$ cat config.mk
export PLATFORM = sky130hd
export DESIGN_NAME = muldiv_unit
export DESIGN_NICKNAME = d
export VERILOG_FILES = /design/src/rtl/muldiv_pkg.sv /design/src/rtl/muldiv_divider.sv /design/src/rtl/muldiv_unit.sv
export SDC_FILE = /design/constraint.sdc
export NUM_CORES = 2
export LEC_CHECK = 0
export ABC_AREA = 1
export BUFFER_PORTS_ARGS = -buffer_cell sky130_fd_sc_hd__buf_2
export CAP_MARGIN = 40
export CORE_MARGIN = 2
export CORE_UTILIZATION = 35
export DETAILED_ROUTE_END_ITERATION = 8
export PLACE_DENSITY_LB_ADDON = 0.1
export SLEW_MARGIN = 20
export SYNTH_ARGS = -nofsm -noshare
export SYNTH_HDL_FRONTEND = slang
export SYNTH_HIERARCHICAL = 1
export SYNTH_SLANG_ARGS = --single-unit
$ cat constraint.sdc
create_clock -name clk_in -period 7.8 [get_ports clk_in]
set_clock_uncertainty 0.05 [all_clocks]
set_input_delay 0 -clock clk_in [delete_from_list [all_inputs] [get_ports clk_in]]
set_output_delay 0 -clock clk_in [all_outputs]
set_load 0.005 [all_outputs]
$ cat src/rtl/muldiv_pkg.sv
// Shared definitions for the RV32M multiply/divide unit: funct3 opcodes, FSM states, tag width.
// No logic here.
// No backpressure here; consumers import these types.
package muldiv_pkg;

    localparam int CSU_SIZE_BITS = 5;

    localparam logic [2:0] MULDIV_MUL    = 3'b000;
    localparam logic [2:0] MULDIV_MULH   = 3'b001;
    localparam logic [2:0] MULDIV_MULHSU = 3'b010;
    localparam logic [2:0] MULDIV_MULHU  = 3'b011;
    localparam logic [2:0] MULDIV_DIV    = 3'b100;
    localparam logic [2:0] MULDIV_DIVU   = 3'b101;
    localparam logic [2:0] MULDIV_REM    = 3'b110;
    localparam logic [2:0] MULDIV_REMU   = 3'b111;

    typedef enum logic [2:0] {
        ST_IDLE = 3'd0,
        ST_MUL  = 3'd1,
        ST_DIV  = 3'd2,
        ST_FIX  = 3'd3,
        ST_DONE = 3'd4
    } muldiv_state_t;

endpackage

$ cat src/rtl/muldiv_divider.sv
// Iterative radix-2 restoring unsigned divider producing quotient and remainder.
// Latency: XLEN enabled cycles after start; done flags the final iteration cycle.
// Backpressure: en low freezes all state; abort drops the operation.
module muldiv_divider #(
    parameter int XLEN = 32
) (
    input  logic            clk_in,
    input  logic            rst_in,
    input  logic            en,
    input  logic            start,
    input  logic            abort,
    input  logic [XLEN-1:0] dividend,
    input  logic [XLEN-1:0] divisor,
    output logic            busy,
    output logic            done,
    output logic [XLEN-1:0] quotient,
    output logic [XLEN-1:0] remainder
);

    localparam int CNT_W = $clog2(XLEN);

    logic [CNT_W-1:0] cnt;
    logic [XLEN-1:0]  dsr;
    logic [XLEN:0]    shifted;
    logic [XLEN-1:0]  diff;
    logic             ge;

    // The dividend shifts out of the quotient register while quotient bits shift in.
    assign shifted = {remainder, quotient[XLEN-1]};
    assign ge      = shifted >= {1'b0, dsr};
    assign diff    = shifted[XLEN-1:0] - dsr;
    assign done    = busy && (cnt == '0);

    always_ff @(posedge clk_in or negedge rst_in) begin
        if (!rst_in) begin
            busy      <= 1'b0;
            cnt       <= '0;
            dsr       <= '0;
            quotient  <= '0;
            remainder <= '0;
        end else if (abort) begin
            busy <= 1'b0;
        end else if (en) begin
            if (start) begin
                busy      <= 1'b1;
                cnt       <= CNT_W'(XLEN - 1);
                dsr       <= divisor;
                quotient  <= dividend;
                remainder <= '0;
            end else if (busy) begin
                remainder <= ge ? diff : shifted[XLEN-1:0];
                quotient  <= {quotient[XLEN-2:0], ge};
                cnt       <= cnt - 1'b1;
                if (cnt == '0) begin
                    busy <= 1'b0;
                end
            end
        end
    end

endmodule

$ cat src/rtl/muldiv_unit.sv
// RV32M multiply/divide unit: one op at a time, result held until acknowledged.
// Latency: MUL_STAGES for multiplies, XLEN+1 for divides, 1 for divide-by-zero/overflow.
// Backpressure: rdy_in low freezes everything; result held in DONE until rdy_in & out_ack.
module muldiv_unit #(
    parameter int XLEN          = 32,
    parameter int CSU_SIZE_BITS = muldiv_pkg::CSU_SIZE_BITS,
    parameter int MUL_STAGES    = 2
) (
    input  logic                     clk_in,
    input  logic                     rst_in,
    input  logic                     rdy_in,
    input  logic                     flush_pipline,
    input  logic                     have_ins,
    output logic                     in_ready,
    input  logic [CSU_SIZE_BITS-1:0] ins_id,
    input  logic [XLEN-1:0]          rs1_val,
    input  logic [XLEN-1:0]          rs2_val,
    input  logic [2:0]               funct3,
    output logic                     muldiv_rdy,
    output logic [XLEN-1:0]          muldiv_res,
    output logic [CSU_SIZE_BITS-1:0] res_ins_id,
    input  logic                     out_ack
);

    import muldiv_pkg::*;

    localparam int CNT_W = $clog2(XLEN > MUL_STAGES ? XLEN : MUL_STAGES);
    localparam logic [XLEN-1:0] XMIN = {1'b1, {(XLEN-1){1'b0}}};

    muldiv_state_t           state;
    logic [CNT_W-1:0]        cnt;
    logic [XLEN-1:0]         op_a;
    logic [XLEN-1:0]         op_b;
    logic [2:0]              op_f3;
    logic [CSU_SIZE_BITS-1:0] op_id;
    logic                    special;
    logic [XLEN-1:0]         spec_res;

    logic                    signed_div;
    logic                    div_zero;
    logic                    div_ovf;
    logic                    div_start;
    logic [XLEN-1:0]         dvd_mag;
    logic [XLEN-1:0]         dsr_mag;
    logic                    div_busy;
    logic                    div_done;
    logic [XLEN-1:0]         div_quo;
    logic [XLEN-1:0]         div_rem;

    logic [2*XLEN-1:0]       a_ext;
    logic [2*XLEN-1:0]       b_ext;
    logic [2*XLEN-1:0]       prod;
    logic [XLEN-1:0]         mul_res;
    logic [XLEN-1:0]         fix_res;

    assign in_ready   = (state == ST_IDLE);
    assign signed_div = (funct3 == MULDIV_DIV) || (funct3 == MULDIV_REM);
    assign div_zero   = (rs2_val == '0);
    assign div_ovf    = signed_div && (rs1_val == XMIN) && (rs2_val == '1);
    assign dvd_mag    = (signed_div && rs1_val[XLEN-1]) ? -rs1_val : rs1_val;
    assign dsr_mag    = (signed_div && rs2_val[XLEN-1]) ? -rs2_val : rs2_val;
    assign div_start  = rdy_in && have_ins && in_ready && !flush_pipline
                        && funct3[2] && !div_zero && !div_ovf;

    // Sign-extend to full product width so one unsigned multiply covers all three signedness modes.
    assign a_ext   = {{XLEN{op_a[XLEN-1] && (op_f3 == MULDIV_MULH || op_f3 == MULDIV_MULHSU)}}, op_a};
    assign b_ext   = {{XLEN{op_b[XLEN-1] && (op_f3 == MULDIV_MULH)}}, op_b};
    assign prod    = a_ext * b_ext;
    assign mul_res = (op_f3 == MULDIV_MUL) ? prod[XLEN-1:0] : prod[2*XLEN-1:XLEN];

    always_comb begin
        fix_res = div_quo;
        if (op_f3[1]) begin
            fix_res = (op_f3 == MULDIV_REM && op_a[XLEN-1]) ? -div_rem : div_rem;
        end else if (op_f3 == MULDIV_DIV && (op_a[XLEN-1] ^ op_b[XLEN-1])) begin
            fix_res = -div_quo;
        end
    end

    muldiv_divider #(.XLEN(XLEN)) u_divider (
        .clk_in    (clk_in),
        .rst_in    (rst_in),
        .en        (rdy_in),
        .start     (div_start),
        .abort     (flush_pipline),
        .dividend  (dvd_mag),
        .divisor   (dsr_mag),
        .busy      (div_busy),
        .done      (div_done),
        .quotient  (div_quo),
        .remainder (div_rem)
    );

    always_ff @(posedge clk_in or negedge rst_in) begin
        if (!rst_in) begin
            state      <= ST_IDLE;
            cnt        <= '0;
            op_a       <= '0;
            op_b       <= '0;
            op_f3      <= '0;
            op_id      <= '0;
            special    <= 1'b0;
            spec_res   <= '0;
            muldiv_rdy <= 1'b0;
            muldiv_res <= '0;
            res_ins_id <= '0;
        end else if (flush_pipline) begin
            state      <= ST_IDLE;
            muldiv_rdy <= 1'b0;
        end else if (rdy_in) begin
            case (state)
                ST_IDLE: begin
                    if (have_ins) begin
                        op_a  <= rs1_val;
                        op_b  <= rs2_val;
                        op_f3 <= funct3;
                        op_id <= ins_id;
                        if (!funct3[2]) begin
                            state <= ST_MUL;
                            cnt   <= CNT_W'(MUL_STAGES - 1);
                        end else if (div_zero || div_ovf) begin
                            // Shortcut results still take one registered pass through FIX.
                            state    <= ST_FIX;
                            special  <= 1'b1;
                            spec_res <= funct3[1] ? (div_zero ? rs1_val : '0)
                                                  : (div_zero ? '1 : XMIN);
                        end else begin
                            state   <= ST_DIV;
                            special <= 1'b0;
                            cnt     <= CNT_W'(XLEN - 1);
                        end
                    end
                end
                ST_MUL: begin
                    if (cnt == '0) begin
                        state      <= ST_DONE;
                        muldiv_res <= mul_res;
                        res_ins_id <= op_id;
                        muldiv_rdy <= 1'b1;
                    end else begin
                        cnt <= cnt - 1'b1;
                    end
                end
                ST_DIV: begin
                    cnt <= cnt - 1'b1;
                    if (div_done || !div_busy) begin
                        state <= ST_FIX;
                    end
                end
                ST_FIX: begin
                    state      <= ST_DONE;
                    muldiv_res <= special ? spec_res : fix_res;
                    res_ins_id <= op_id;
                    muldiv_rdy <= 1'b1;
                end
                ST_DONE: begin
                    if (out_ack) begin
                        state      <= ST_IDLE;
                        muldiv_rdy <= 1'b0;
                    end
                end
                default: state <= ST_IDLE;
            endcase
        end
    end

endmodule

==> impl_results.md <==
- Relative slew slack: a little under two fifths
- Number of buffers created by CTS: 31
- Avg WL per Cell: ~21 um
- CP max stage cell: fa_1
- I/O Buffers: 116
- First-pass GRT wire length: 332.6 mm
- Post-layout min period: about 7.6 ns
- Root buffer cell: clkbuf_16
- Post-layout nets: between 9000 and 10000
- Worst slack at placement: -0.4218 ns
- Drt initial violations: approximately 3400
- Io pins: roughly 120
- Yosys warnings: 6
- CTS tree: built
- Crit-path max cell delay: roughly 0.56 ns
- Critical path class: flop to flop
- Layout cells sized above 1: between 10% and 20%
- Worst-Margin Slew: 0.9485 ns
- Final cycle utilization of the critical path: between 90 and 100%
- # rows: 148
- Worst min path class: input pin to flop
- Setup violators final: 0
- GRT Residual Overflow: 0
- Fin worst setup slack: between 0.15 and 0.2 ns
- Design Area, Final: 67110 sq um
- # DRC: 0
- GPL Wtd Cong: roughly 0.97
- EDFF count, synth: 0
- Crit path max-delay family: adder cells
- Clk pin slew, worst setup/hold paths: ~0.06 ns
- Initial antenna violation count: 21
- Cell Area, Placed: roughly 64000 sq um
- Max cap viols: 0
- Initial Util: 35.21%
- Largest net degree at the start of global routing: 78
- Die Ht: a little over 400 um
- Crit end category: flop
- Final number of hold-violating endpoints: 0
- Async set or reset register ratio after synthesis: between 90% and 100%
- Detailed-placement wirelength estimate: about 190 mm
- Yosys cell types: between 50 and 60
- Vias in the first global route: between 50000 and 60000
- Area grow syn2layout: 17.24%
- Critical-path maximum fanout: 7
- Antenna-violating nets left: 0
- Sequential element share of the synthesized area: around 11%
- Clk buf depth: 3
- GRT Resource Usage Total: a little over a quarter
- Status: complete, no violations
- Register bit total from synthesis: between 200 and 300
- # fillers: about 17000
- Final WL: roughly 220 mm
- Syn_nets: between 9000 and 10000
- Die area: approximately 170000 sq um
- Critical path's most frequent cell: fa_1
- Clk sinks: ~250
- Achievable frequency: 0.1314 GHz
- Commonest cells after routing, fill and taps aside: 1975 x nand2_1, 1906 x inv_1, 1113 x fa_1
- Die Width: slightly above 400 um
- Vias: just under 50000
- Vias per cell: 4.846
- WP data arrival: 8.08 ns
- Crit path launch type: flop
- WHS: between 0.15 and 0.2 ns
- Final slew viol count: 0
- Drt pass-1 iters: 6
- Crit path required time: just over 8 ns
- Worst-skew pair later-pin latency: between 0.6 and 0.7 ns
- WP buf/inv: 8
- CTS H-tree depth: 1
- Most common cell after layout, fill and taps aside: nand2_1
- Core ar.: about 160000 sq um
- RSZ-0062 raised after global routing: yes
- Avg Inst Size Synth: about 7.5 sq um
- Post-Syn Area: 57240 sq um
- Post-Syn Instances: 7633
- Top_reg_cell synth: dfrtp_1
- Total negative slack: 0 ns
==> cells in the mapped netlist, types with 9 or more instances <==
| cell type | instances | area (sq um) |
|---|---|---|
| a21oi_1 | 276 | 1381 |
| a22oi_1 | 20 | 150.1 |
| buf_1 | 14 | 52.55 |
| buf_2 | 12 | 60.06 |
| clkbuf_1 | 321 | 1205 |
| dfrtp_1 | 253 | 6331 |
| fa_1 | 1126 | 22540 |
| ha_1 | 254 | 3178 |
| inv_1 | 1945 | 7301 |
| mux2_2 | 23 | 259.0 |
| nand2_1 | 2017 | 7571 |
| nand2_2 | 12 | 75.07 |
| nand3_1 | 279 | 1396 |
| nand3b_1 | 25 | 187.7 |
| nand4_1 | 46 | 287.8 |
| nor2_1 | 433 | 1625 |
| nor3_1 | 34 | 170.2 |
| nor4_1 | 10 | 62.56 |
| o211ai_1 | 15 | 112.6 |
| o21ai_0 | 300 | 1501 |
| o21ai_2 | 14 | 122.6 |
| o21bai_1 | 16 | 120.1 |
| or2_2 | 9 | 56.30 |
| xnor2_1 | 39 | 341.6 |
| xor2_1 | 53 | 464.2 |
==> layer usage <==
metal  up-vias  routed length [um]  track usage, %  part of all wire (%)
met1     24960               98740           37.05                    45
met4         4                6975           6.839                   3.2
li1      22970                   -               -                     -
met2      1312              100300           42.74                    46
met3       246               13600           4.566                   6.2
met5         -                  32               0                 0.015
==> flip-flops by register name, summed over array words and instances, names as in the netlist, 5 cells and up <==
name                 flops
muldiv_res              32
op_a                    32
op_b                    32
spec_res                32
u_divider/dsr           32
u_divider/quotient      32
u_divider/remainder     32
cnt                      5
op_id                    5
res_ins_id               5
u_divider/cnt            5
==> kinds of logic after synthesis <==
group | count (synthesis) | share of synthesized area (%)
flip-flops | 253 | 11.06
buffers and inverters | 2309 | 15.28
multiplexers | 23 | 0.4525
AO/OA/AOI/OAI | 681 | 6.413
AND/OR/NAND/NOR | 2895 | 20.46
XOR/XNOR | 92 | 1.408
adder cells (fa/ha/maj) | 1380 | 44.93
==> path summary, 6_finish.rpt <==
| check | start | endpoint | slack, ns | depth (start not counted) |
|---|---|---|---|---|
| max reg2reg | op_f3[1] | muldiv_res[6] | 0.19 | 32 |
| max | op_f3[1] | muldiv_res[6] | 0.19 | 32 |
| min reg2reg | u_divider/dsr[0] | u_divider/dsr[0] | 0.43 | 2 |
| max in group asynchronous | rst_in | op_a[20] | 6.61 | 5 |
| min in group asynchronous | rst_in | op_a[12] | 0.49 | 4 |
| min | rs1_val[23] | spec_res[23] | 0.19 | 4 |
==> through the flow <==
stage	std cells	util (%)
6_report	10220	41.28
5_1_grt	10210	41.27
4_1_cts	10190	40.61
3_5_place_dp	10040	39.23
3_3_place_gp	10030	39.12
2_1_floorplan	7633	-
==> cell type report <==
type                            instances  area, sq um  area share (%)
Multi-Input combinational cell       5071        43320           64.55
Inverter                             1953         7350           10.95
Sequential cell                       253         6331           9.434
Timing Repair Buffer                  699         6331           9.434
Tap cell                             2175         2721           4.055
Clock buffer                           44        874.6           1.303
Clock inverter                         13        167.7          0.2498
Antenna cell                            7        17.52         0.02610
==> repair_timing <==
action / CTS / global route
endpoints found under the setup margin: 28 / 32
resized for setup: 60 / 287
buffers inserted: 0 / 13
hold endpoints to repair: 290 / 0
pin swaps: 9 / 84
hold buffers: 97 / 0
==> worst register-to-register path: cells and delay by family, from the launching register on <==
kind / cells / cell delay, ns
buffers and inverters: 8 / 0.71
AND/OR/NAND/NOR: 14 / 1.54
adder cells (fa/ha/maj): 9 / 4.45
AO/OA/AOI/OAI: 1 / 0.28
flip-flops: 1 / 0.43
Power is not shown: default switching activity piles up to over one toggle a cycle in this logic, so the estimate is an artifact.
